### config.mk
export PLATFORM = sky130hd
export DESIGN_NAME = ddr3_app_sequencer
export DESIGN_NICKNAME = d
export VERILOG_FILES = /design/src/rtl/ddr3_app_pkg.sv /design/src/rtl/rd_len_queue.sv /design/src/rtl/ddr3_app_sequencer.sv
export SDC_FILE = /design/constraint.sdc
export NUM_CORES = 1
export LEC_CHECK = 0
export ABC_CLOCK_PERIOD_IN_PS = 8000
export BUFFER_PORTS_ARGS = -buffer_cell sky130_fd_sc_hd__buf_2
export CAP_MARGIN = 20
export CORE_AREA = 2 2 251 253
export DETAILED_ROUTE_END_ITERATION = 16
export DIE_AREA = 0 0 253 255
export PLACE_DENSITY = 0.48
export SLEW_MARGIN = 40
export SYNTH_ARGS = -nofsm -noshare
export SYNTH_HDL_FRONTEND = slang
export SYNTH_SLANG_ARGS = --single-unit
export TNS_END_PERCENT = 1
### constraint.sdc
create_clock -name clk -period 8 [get_ports clk]
set_input_delay 0.8 -clock clk [delete_from_list [all_inputs] [get_ports clk]]
set_output_delay 0.8 -clock clk [all_outputs]
set_load 0.01 [all_outputs]
### src/rtl/ddr3_app_pkg.sv
// Shared command codes, sequencer state encoding and width helper for the DDR3 app-side sequencer.
// No logic; compile before the modules that import it.
// Not applicable: holds no flow-controlled path.
package ddr3_app_pkg;
    localparam logic [2:0] APP_CMD_WR = 3'd0;
    localparam logic [2:0] APP_CMD_RD = 3'd1;

    typedef enum logic [1:0] {
        IDLE,
        WR_CMD,
        WR_DATA,
        RD_CMD
    } seq_state_t;

    function automatic int clog2(input int value);
        int r;
        r = 0;
        while ((1 << r) < value) r++;
        return r;
    endfunction
endpackage

### src/rtl/rd_len_queue.sv
// Small synchronous FIFO holding the burst length (beats-1) of every read still awaiting data.
// Head is valid in the cycle after a push into an empty queue.
// Push is ignored when full and pop when empty; the owner gates both.
module rd_len_queue #(
    parameter int DEPTH = 4,
    parameter int WIDTH = 6
) (
    input  logic             clk,
    input  logic             rstn,
    input  logic             push,
    input  logic [WIDTH-1:0] push_dat,
    input  logic             pop,
    output logic [WIDTH-1:0] head,
    output logic             full,
    output logic             empty
);
    import ddr3_app_pkg::*;

    localparam int PTR_W = clog2(DEPTH);

    logic [WIDTH-1:0] mem [DEPTH];
    logic [PTR_W-1:0] wr_ptr;
    logic [PTR_W-1:0] rd_ptr;
    logic [PTR_W:0]   count;
    logic             push_ok;
    logic             pop_ok;

    assign full    = (count == (PTR_W+1)'(DEPTH));
    assign empty   = (count == '0);
    assign push_ok = push && !full;
    assign pop_ok  = pop && !empty;
    assign head    = mem[rd_ptr];

    always_ff @(posedge clk or negedge rstn) begin
        if (!rstn) begin
            wr_ptr <= '0;
            rd_ptr <= '0;
            count  <= '0;
        end else begin
            if (push_ok) wr_ptr <= wr_ptr + 1'b1;
            if (pop_ok)  rd_ptr <= rd_ptr + 1'b1;
            case ({push_ok, pop_ok})
                2'b10:   count <= count + 1'b1;
                2'b01:   count <= count - 1'b1;
                default: count <= count;
            endcase
        end
    end

    // Storage carries no reset; occupancy alone defines what is valid.
    always_ff @(posedge clk) begin
        if (push_ok) mem[wr_ptr] <= push_dat;
    end
endmodule

### src/rtl/ddr3_app_sequencer.sv
// Sequences CDC-FIFO commands onto the DDR3 app interface: write bursts, credit-checked reads, last-beat tagging.
// Command strobe one cycle after acceptance (reads wait for credit); write beats combinational; read beats 1 cycle.
// Holds commands while app_cmd_ready is low, passes app_wdata_ready back to wd_ready, read return has no backpressure.
module ddr3_app_sequencer #(
    parameter int ADDR_WIDTH    = 27,
    parameter int BRST_WIDTH    = 6,
    parameter int DATA_WIDTH    = 128,
    parameter int MASK_WIDTH    = DATA_WIDTH/8,
    parameter int RSP_CNT_WIDTH = 8,
    parameter int RD_OUTS_DEPTH = 4
) (
    input  logic                     clk,
    input  logic                     rstn,
    input  logic                     cmd_valid,
    output logic                     cmd_ready,
    input  logic                     cmd_write,
    input  logic [ADDR_WIDTH-1:0]    cmd_addr,
    input  logic [BRST_WIDTH-1:0]    cmd_len,
    input  logic                     wd_valid,
    output logic                     wd_ready,
    input  logic [DATA_WIDTH-1:0]    wd_data,
    input  logic [MASK_WIDTH-1:0]    wd_mask,
    input  logic [RSP_CNT_WIDTH-1:0] rsp_free,
    output logic                     rd_valid,
    output logic [DATA_WIDTH-1:0]    rd_data,
    output logic                     rd_last,
    input  logic                     app_init_calib_complete,
    input  logic                     app_cmd_ready,
    output logic [2:0]               app_cmd,
    output logic                     app_cmd_en,
    output logic [ADDR_WIDTH-1:0]    app_addr,
    output logic [BRST_WIDTH-1:0]    app_burst_number,
    input  logic                     app_wdata_ready,
    output logic                     app_wdata_en,
    output logic                     app_wdata_end,
    output logic [DATA_WIDTH-1:0]    app_wdata,
    output logic [MASK_WIDTH-1:0]    app_wdata_mask,
    input  logic                     app_rdata_valid,
    input  logic                     app_rdata_end,
    input  logic [DATA_WIDTH-1:0]    app_rdata,
    output logic                     busy,
    output logic                     err_rd_unexp
);
    import ddr3_app_pkg::*;

    localparam int SUM_W = RSP_CNT_WIDTH + 1;

    seq_state_t            state;
    logic                  calib_q;
    logic [BRST_WIDTH-1:0] lat_len;
    logic [BRST_WIDTH-1:0] beat_cnt;
    logic [BRST_WIDTH-1:0] rd_beat;
    logic [BRST_WIDTH-1:0] q_head;
    logic [SUM_W-1:0]      outs_beats;
    logic [SUM_W-1:0]      len_beats;
    logic [SUM_W-1:0]      need_beats;
    logic                  q_full;
    logic                  q_empty;
    logic                  q_push;
    logic                  q_pop;
    logic                  cmd_fire;
    logic                  wr_fire;
    logic                  rd_cmd_fire;
    logic                  rd_beat_vld;
    logic                  credit_ok;
    logic                  unused_rdata_end;

    assign unused_rdata_end = app_rdata_end;

    // calib_q keeps cmd_ready low while reset is asserted even if calibration is already reported.
    assign cmd_ready   = (state == IDLE) && app_init_calib_complete && calib_q;
    assign cmd_fire    = cmd_valid && cmd_ready;
    assign wr_fire     = (state == WR_DATA) && wd_valid && app_wdata_ready;
    assign rd_cmd_fire = (state == RD_CMD) && app_cmd_en && app_cmd_ready;
    assign len_beats   = SUM_W'(lat_len) + SUM_W'(1);
    assign need_beats  = len_beats + outs_beats;
    assign credit_ok   = ({1'b0, rsp_free} >= need_beats) && !q_full;
    assign rd_beat_vld = app_rdata_valid && !q_empty;
    assign q_push      = rd_cmd_fire;
    assign q_pop       = rd_beat_vld && (rd_beat == q_head);
    assign busy        = (state != IDLE) || !q_empty;

    always_comb begin
        wd_ready       = 1'b0;
        app_wdata_en   = 1'b0;
        app_wdata_end  = 1'b0;
        app_wdata      = '0;
        app_wdata_mask = '1;
        if (state == WR_DATA) begin
            wd_ready       = app_wdata_ready;
            app_wdata_en   = wd_valid;
            app_wdata_end  = wd_valid;
            app_wdata      = wd_data;
            app_wdata_mask = wd_mask;
        end
    end

    always_ff @(posedge clk or negedge rstn) begin
        if (!rstn) begin
            state            <= IDLE;
            calib_q          <= 1'b0;
            lat_len          <= '0;
            beat_cnt         <= '0;
            app_cmd          <= '0;
            app_cmd_en       <= 1'b0;
            app_addr         <= '0;
            app_burst_number <= '0;
        end else begin
            calib_q <= app_init_calib_complete;
            case (state)
                IDLE: begin
                    if (cmd_fire) begin
                        lat_len          <= cmd_len;
                        app_addr         <= cmd_addr;
                        app_burst_number <= cmd_len;
                        if (cmd_write) begin
                            app_cmd    <= APP_CMD_WR;
                            app_cmd_en <= 1'b1;
                            state      <= WR_CMD;
                        end else begin
                            app_cmd <= APP_CMD_RD;
                            state   <= RD_CMD;
                        end
                    end
                end
                WR_CMD: begin
                    if (app_cmd_ready) begin
                        app_cmd_en <= 1'b0;
                        beat_cnt   <= '0;
                        state      <= WR_DATA;
                    end
                end
                WR_DATA: begin
                    if (wr_fire) begin
                        if (beat_cnt == lat_len) state <= IDLE;
                        else                     beat_cnt <= beat_cnt + 1'b1;
                    end
                end
                RD_CMD: begin
                    // Credit is re-evaluated every cycle until the controller takes the command.
                    if (rd_cmd_fire) begin
                        app_cmd_en <= 1'b0;
                        state      <= IDLE;
                    end else begin
                        app_cmd_en <= credit_ok;
                    end
                end
                default: state <= IDLE;
            endcase
        end
    end

    always_ff @(posedge clk or negedge rstn) begin
        if (!rstn) begin
            rd_valid     <= 1'b0;
            rd_data      <= '0;
            rd_last      <= 1'b0;
            rd_beat      <= '0;
            outs_beats   <= '0;
            err_rd_unexp <= 1'b0;
        end else begin
            rd_valid <= app_rdata_valid;
            rd_data  <= app_rdata;
            rd_last  <= q_pop;
            if (q_pop)            rd_beat <= '0;
            else if (rd_beat_vld) rd_beat <= rd_beat + 1'b1;
            if (app_rdata_valid && q_empty) err_rd_unexp <= 1'b1;
            outs_beats <= outs_beats + (q_push ? len_beats : SUM_W'(0))
                                     - (rd_beat_vld ? SUM_W'(1) : SUM_W'(0));
        end
    end

    rd_len_queue #(
        .DEPTH (RD_OUTS_DEPTH),
        .WIDTH (BRST_WIDTH)
    ) u_rd_len_queue (
        .clk      (clk),
        .rstn     (rstn),
        .push     (q_push),
        .push_dat (lat_len),
        .pop      (q_pop),
        .head     (q_head),
        .full     (q_full),
        .empty    (q_empty)
    );
endmodule

* Word-level counts from Yosys, hierarchy flattened
Memories as Yosys holds them, arrays and structs flattened.
Cells that the tools add are included.
** Word-level totals
- Memory bits (writable) :: 24
- Output and inout port bits :: 317
- Memories kept :: 1
- Bits in registers :: 199
** Cells by class
- $lt $le $gt $ge :: 1
- Equality and inequality tests :: 15
- Add/subtract/negate cells :: 10
- Multiplexer cells :: 28
- Reduce and logical (&&, ||, !) cells :: 27
** Memories
- u_rd_len_queue.mem :: words 4, bits a word 6, read ports 1, clocked after memory_dff 0, wr ports 1, RTL line rd_len_queue.sv:21 : logic [WIDTH-1:0] mem [DEPTH];
** Operator list (count)
- $mux 128 :: 1
- $mux 6 :: 5
- $mux 16 :: 1
- $logic_and 1x1->1 :: 13
- $add 6x1->6 const B :: 2
- $eq 6x6->1 :: 2
- $mux 2 :: 6
- $ne 2x2->1 const B :: 6
- $pmux 6 s2 :: 1
- $mux 1 :: 10
- $add 7x9->9 :: 1
- $add 9x7->9 :: 1
- $ge 8x9->1 :: 1
- $sub 9x1->9 :: 1
- $pmux 2 s4 :: 1
- $reduce_and 4->1 :: 2
- $reduce_bool 2->1 :: 4
- $add 6x1->7 const B :: 1
- $mux 7 :: 1
- $eq 2x2->1 const B :: 3
- $pmux 3 s2 :: 1
- $reduce_and 5->1 :: 1
- $add 2x1->2 const B :: 2
- $eq 2x1->1 const B :: 2
- 11 further kinds :: 12

* Logic depth before layout (Yosys ltp)
- Depth after elaboration :: 7
- Depth in mapped cells :: 16

* Cells and area by module
A second synthesis with hierarchy kept.
** Unflattened totals
- Cell total of the unflattened synthesis :: 700
- Area, all modules :: 9252.6 µm²
** Modules (own cells, without submodules)
- ddr3_app_sequencer :: area each 7946.4 µm², cells each 631, times used 1
- rd_len_queue :: area each 1306.3 µm², cells each 69, times used 1

* Worst setup path after synthesis
No wires, ideal clock.
- Path kind :: in2reg
- Start :: input port app_cmd_ready
- End :: register outs_beats[7]
- Path slack :: 4.880 ns
- Data arrival time :: 3.039 ns
- Buffers on the path :: 1
- Cell stages on the path :: 13
- Setup time :: 0.080 ns
- Path through :: nand2_1 -> nor2_1 -> clkbuf_1 -> nand2_1 -> ha_1 -> inv_1 -> ha_1 -> a21o_1 -> a21oi_1 -> o21ai_0 -> or4_1 -> o311ai_0 -> xnor2_1
** Between the ends
- Longest elaborated chain between the ends :: 4
** Ends and longest elaborated chain
- from (decl) :: RTL line ddr3_app_sequencer.sv:28 : input logic app_cmd_ready,
- $logic_and 1x1->1 :: RTL line ddr3_app_sequencer.sv:74 : assign rd_cmd_fire = (state == RD_CMD) && app_cmd_en && app_cmd_ready;
- $mux 7 :: RTL line ddr3_app_sequencer.sv:168 : outs_beats <= outs_beats + (q_push ? len_beats : SUM_W'(0))
- $add 9x7->9 :: RTL line ddr3_app_sequencer.sv:168
- $sub 9x1->9 :: RTL line ddr3_app_sequencer.sv:169 : - (rd_beat_vld ? SUM_W'(1) : SUM_W'(0));
- to (signal assigned) :: RTL line ddr3_app_sequencer.sv:168
- to (decl) :: RTL line ddr3_app_sequencer.sv:54 : logic [SUM_W-1:0] outs_beats;
Every way passes these cells.
A chain may end at the register's enable or synchronous reset.

* Worst setup path after layout
- Start :: register state[1]
- End :: output port app_wdata[18]
** Between the ends
- Longest elaborated chain between the ends :: 2
** Ends and longest elaborated chain
- from (decl) :: RTL line ddr3_app_sequencer.sv:48 : seq_state_t state;
- from (signal assigned) :: RTL line ddr3_app_sequencer.sv:100 : state <= IDLE;
- from (signal assigned) :: RTL line ddr3_app_sequencer.sv:119 : state <= WR_CMD;
- from (signal assigned) :: RTL line ddr3_app_sequencer.sv:122 : state <= RD_CMD;
- $eq 2x2->1 :: RTL line ddr3_app_sequencer.sv:89 : if (state == WR_DATA) begin
- $mux 128 :: RTL line ddr3_app_sequencer.sv:89
- to (decl) :: RTL line ddr3_app_sequencer.sv:36 : output logic [DATA_WIDTH-1:0] app_wdata,
Every way passes these cells.

==> metrics list <==
- Result of the run: complete, no violations
- Most frequent cells in the layout: sky130_fd_sc_hd__buf_2, sky130_fd_sc_hd__dfrtp_1, sky130_fd_sc_hd__and2_1
* Detailed-route DRC error count: 0
- For this configuration, the core starts out at a cell density of 0.1454.
- The via count of the first global-routing pass came to 8014.
- Total track usage: 0.1181
- Global-route wire length before repair: around 55 mm
- CP Max Fanout: around 110
- Syn Std Cell Area: 9039 µm²
* Relative contribution of combinational cells to total power: 0.406
* Std-Cell Core Area: just over 60000 µm²
- Total negative slack for setup checks: 0 ns
- Final Setup Violations: 0
- Layout area overhead: 56.87%
- In this run the static leakage power is 7.188 nW.
* Die Footprint: 64520 µm²
- The initial antenna violation count came to 28.
- Final count of hold timing violations: 0
- Detailed placement finished with a half-perimeter wire length of 34.20 mm.
* Per-instance average area after synthesis: about 13 µm²
- Routed via count: 7900
- Share of flip-flops with an asynchronous set or reset after synthesis: 0.8914
- Number of buffers created by CTS: 27
- Die Height: 255 µm
- Of the total power, the share spent switching nets is 0.3724.
- Capture instance of the worst register-to-register path: app_cmd_en$_DFFE_PN0P_
- Buffers from clock root to sink, at most: 3
* Routability cong.: 0.7992
- At the pin with the least slew margin, the transition time is 0.6865 ns.
* Data required time of the critical path: 7.20 ns
- For this design, the CTS-stage hold fixing added 0 buffers.
* Number of maximum-capacitance violations: 0
- Post-CTS clock slew at the launch and capture registers of the worst setup and hold paths: 0.06 ns
- For this design the ratio of total power to cell area is between 300 and 400 nW/µm².
- TritonCTS built the clock tree.
* Horizontal extent of the die: 253 µm
- The share of total power dissipated in the clock network is 0.273.
* Number of clock sinks: 221
* Routed wirelength normalized by instance count: between 15 and 20 µm
* Worst-case reg-to-reg path depth: 13
- During synthesis, Yosys emitted a total of 0 warnings.
- The synthesized design contains 24 enable-type register cells.
- Leaving out fill and tap cells, the most frequent cell in the layout is sky130_fd_sc_hd__buf_2.
- Cell area after layout: 14180 µm²
- 640 I/O pins were placed.
- Static timing analysis puts the maximum clock frequency at 0.2745 GHz.
- The initialized floorplan defines 92 standard-cell rows.
- Endpoint class of the critical path: output pin
- Of the available clock period, the critical path in the final layout requires 0.4554.
- Across all register-to-register paths, the minimum setup slack is about 4.4 ns.
- In this run the tool buffered the top-level ports with 636 buffer cells.
- Detailed Route Iter0 Violations: 359
- For the worst setup path, the data arrival time is 2.84 ns.
- STA classifies the critical path startpoint as a flip-flop.
- The critical path is of the reg2out type.
* Cell count after synthesis: ~700
* Largest clock skew in the final design: 0.02223 ns
- In the final layout, the share of cells above drive strength 1 is 0.5388.
- Clk Tree Root Cell: sky130_fd_sc_hd__clkbuf_16
* Post CTS Setup Buffer Count: 0
- After detailed placement, the total cell area comes to 13170 µm².
- Quantity of gates resized following cts: 0
- Summed over all nets, the switching power comes to approximately 1.8 mW.
- Post-layout min period: 3.644 ns
- Cell-internal power: 2.997 mW
- Final Max Tran Viols: 0
- Detailed-route wire length: between 40 and 50 mm
- Largest net degree at the start of global routing: ~130
- DR pass1 iterations: 5
- H-tree lvl count: 1
- After detailed routing, the number of vias per cell comes to 3.629.
- Of the total power, registers draw 0.321.
* Critical Path Source: state[1]$_DFFE_PN0P_
- Filler cell count in the final layout: 6763
- After synthesis the netlist holds a flip-flop and latch count of 221.
* Relative max-transition margin: 0.5413
* Capture point of the worst path: app_wdata[18]
- The detail route stage leaves a number of antenna-violating nets equal to 0.
- Setup repair after global routing left no endpoint under its margin.
* Beginning of the worst register-to-register path: lat_len[0]$_DFFE_PN0P_
- Worst skew pair latency: 0.57 ns
* Global route overflow: 0
- Distinct cell type count after synthesis: between 40 and 50
- In this run the worst hold path is classified as in2async.
- For this run, the register share of the synthesized area comes to 0.6251.
* Worst IR drop on VDD: between 0.15 and 0.2 mV
- # nets final: 1711
- In the synthesized netlist the dominant register cell turns out to be sky130_fd_sc_hd__dfrtp_1.
-- cell type report --
type	count	area, µm²	share of cell area
sequential	221	5650	0.3985
timing repair buffer	642	3273	0.2309
multi-input combinational	418	3142	0.2216
tap	799	999.7	0.07051
clock buffer	34	732.0	0.05162
clock inverter	15	216.5	0.01527
inverter	36	135.1	0.009531
antenna	12	30.03	0.002118
-- cells in the mapped netlist, types with 2 or more instances --
library cell | instances | area (µm²)
sky130_fd_sc_hd__a31oi_1 | 3 | 18.77
sky130_fd_sc_hd__and2_1 | 131 | 819.5
sky130_fd_sc_hd__nand2b_1 | 20 | 125.1
sky130_fd_sc_hd__ha_1 | 39 | 488.0
sky130_fd_sc_hd__mux4_2 | 6 | 135.1
sky130_fd_sc_hd__a21boi_0 | 2 | 15.01
sky130_fd_sc_hd__o21ai_0 | 17 | 85.08
sky130_fd_sc_hd__or2_2 | 2 | 12.51
sky130_fd_sc_hd__xnor2_1 | 24 | 210.2
sky130_fd_sc_hd__fa_1 | 3 | 60.06
sky130_fd_sc_hd__nor2b_1 | 4 | 25.02
sky130_fd_sc_hd__o31ai_1 | 2 | 15.01
sky130_fd_sc_hd__edfxtp_1 | 24 | 720.7
sky130_fd_sc_hd__a21oi_1 | 8 | 40.04
sky130_fd_sc_hd__clkbuf_1 | 19 | 71.32
sky130_fd_sc_hd__inv_1 | 35 | 131.4
sky130_fd_sc_hd__buf_2 | 4 | 20.02
sky130_fd_sc_hd__nor3_1 | 9 | 45.04
sky130_fd_sc_hd__nor2_1 | 20 | 75.07
sky130_fd_sc_hd__buf_4 | 3 | 22.52
sky130_fd_sc_hd__xor2_1 | 14 | 122.6
sky130_fd_sc_hd__and3_1 | 10 | 62.56
sky130_fd_sc_hd__nor4_1 | 2 | 12.51
sky130_fd_sc_hd__dfrtp_1 | 197 | 4930
sky130_fd_sc_hd__nand3_1 | 12 | 60.06
sky130_fd_sc_hd__mux2_2 | 34 | 382.9
sky130_fd_sc_hd__nand2_1 | 31 | 116.4
sky130_fd_sc_hd__nand4_1 | 3 | 18.77
sky130_fd_sc_hd__a21o_1 | 5 | 37.54
-- cell families (layout without fill, tap and decap cells) --
group | count (synthesis) | count (layout) | share of synthesized area
multiplexers | 40 | 40 | 0.05731
other | 1 | 14 | 0.0004149
AO/OA/AOI/OAI | 46 | 46 | 0.03156
XOR/XNOR | 39 | 39 | 0.03862
AND/OR/NAND/NOR | 249 | 249 | 0.1575
adder cells (fa/ha/maj) | 42 | 42 | 0.06063
buffers and inverters | 63 | 727 | 0.02879
flip-flops | 221 | 221 | 0.6251
-- per-stage QoR --
step / hold WS (ns) / cells / total power [mW] / worst slack [ns] / utilization
2_1_floorplan: 0.4643 / 702 / 2.701 / 4.880 / -
3_3_place_gp: 0.4401 / 2115 / 3.496 / 4.382 / 0.2119
3_5_place_dp: 0.4404 / 2115 / 3.518 / 4.392 / 0.2119
4_1_cts: 0.2575 / 2164 / 4.869 / 4.086 / 0.2271
5_1_grt: 0.2701 / 2171 / 5.133 / 4.127 / 0.2279
6_report: 0.2426 / 2177 / 4.774 / 4.356 / 0.2281
-- critical path, cell delays in order, from the launching register on --
cell and delay, ns:
sky130_fd_sc_hd__dfrtp_1 0.49, sky130_fd_sc_hd__nor2b_4 0.65, sky130_fd_sc_hd__buf_6 0.55, sky130_fd_sc_hd__and2_1 0.37, sky130_fd_sc_hd__buf_2 0.19
-- registers in the layout, indices dropped and copies added (netlist names) --
name and flops:
app_addr 27, app_cmd 1, app_cmd_en 1, beat_cnt 6, calib_q 1, err_rd_unexp 1, lat_len 6, outs_beats 9
rd_beat 6, rd_data 128, rd_last 1, rd_valid 1, state 2, u_rd_len_queue.count 3, u_rd_len_queue.mem 24, u_rd_len_queue.rd_ptr 2
u_rd_len_queue.wr_ptr 2
-- power by group through the flow --
stage | registers, mW | logic, mW | clock network [mW]
6_report | 1.53 | 1.94 | 1.30
5_1_grt | 1.56 | 2.16 | 1.40
4_1_cts | 1.54 | 1.97 | 1.36
3_5_place_dp | 1.55 | 1.96 | 0
3_3_place_gp | 1.55 | 1.95 | 0
2_1_floorplan | 1.54 | 1.16 | 0
-- worst min-delay path by stage --
stage	slack (ns)	to	startpoint
after floorplan	0.46	u_rd_len_queue.count[2]$_DFFE_PN0P_	u_rd_len_queue.count[2]$_DFFE_PN0P_
after detailed placement	0.44	err_rd_unexp$_DFFE_PN0P_	err_rd_unexp$_DFFE_PN0P_
after global routing	0.27	rd_data[40]$_DFF_PN0_	rstn
after CTS	0.26	rd_data[36]$_DFF_PN0_	rstn
final	0.24	rd_data[111]$_DFF_PN0_	rstn
after global placement	0.44	err_rd_unexp$_DFFE_PN0P_	err_rd_unexp$_DFFE_PN0P_
-- per-layer routing --
| layer | part of all wire | global-route usage |
|---|---|---|
| met1 | 0.39 | 0.1406 |
| met2 | 0.45 | 0.1844 |
| met3 | 0.11 | 0.04882 |
| met4 | 0.050 | 0.05680 |
| met5 | 0.0041 | 0 |
Power figures use the tool's default switching activity.
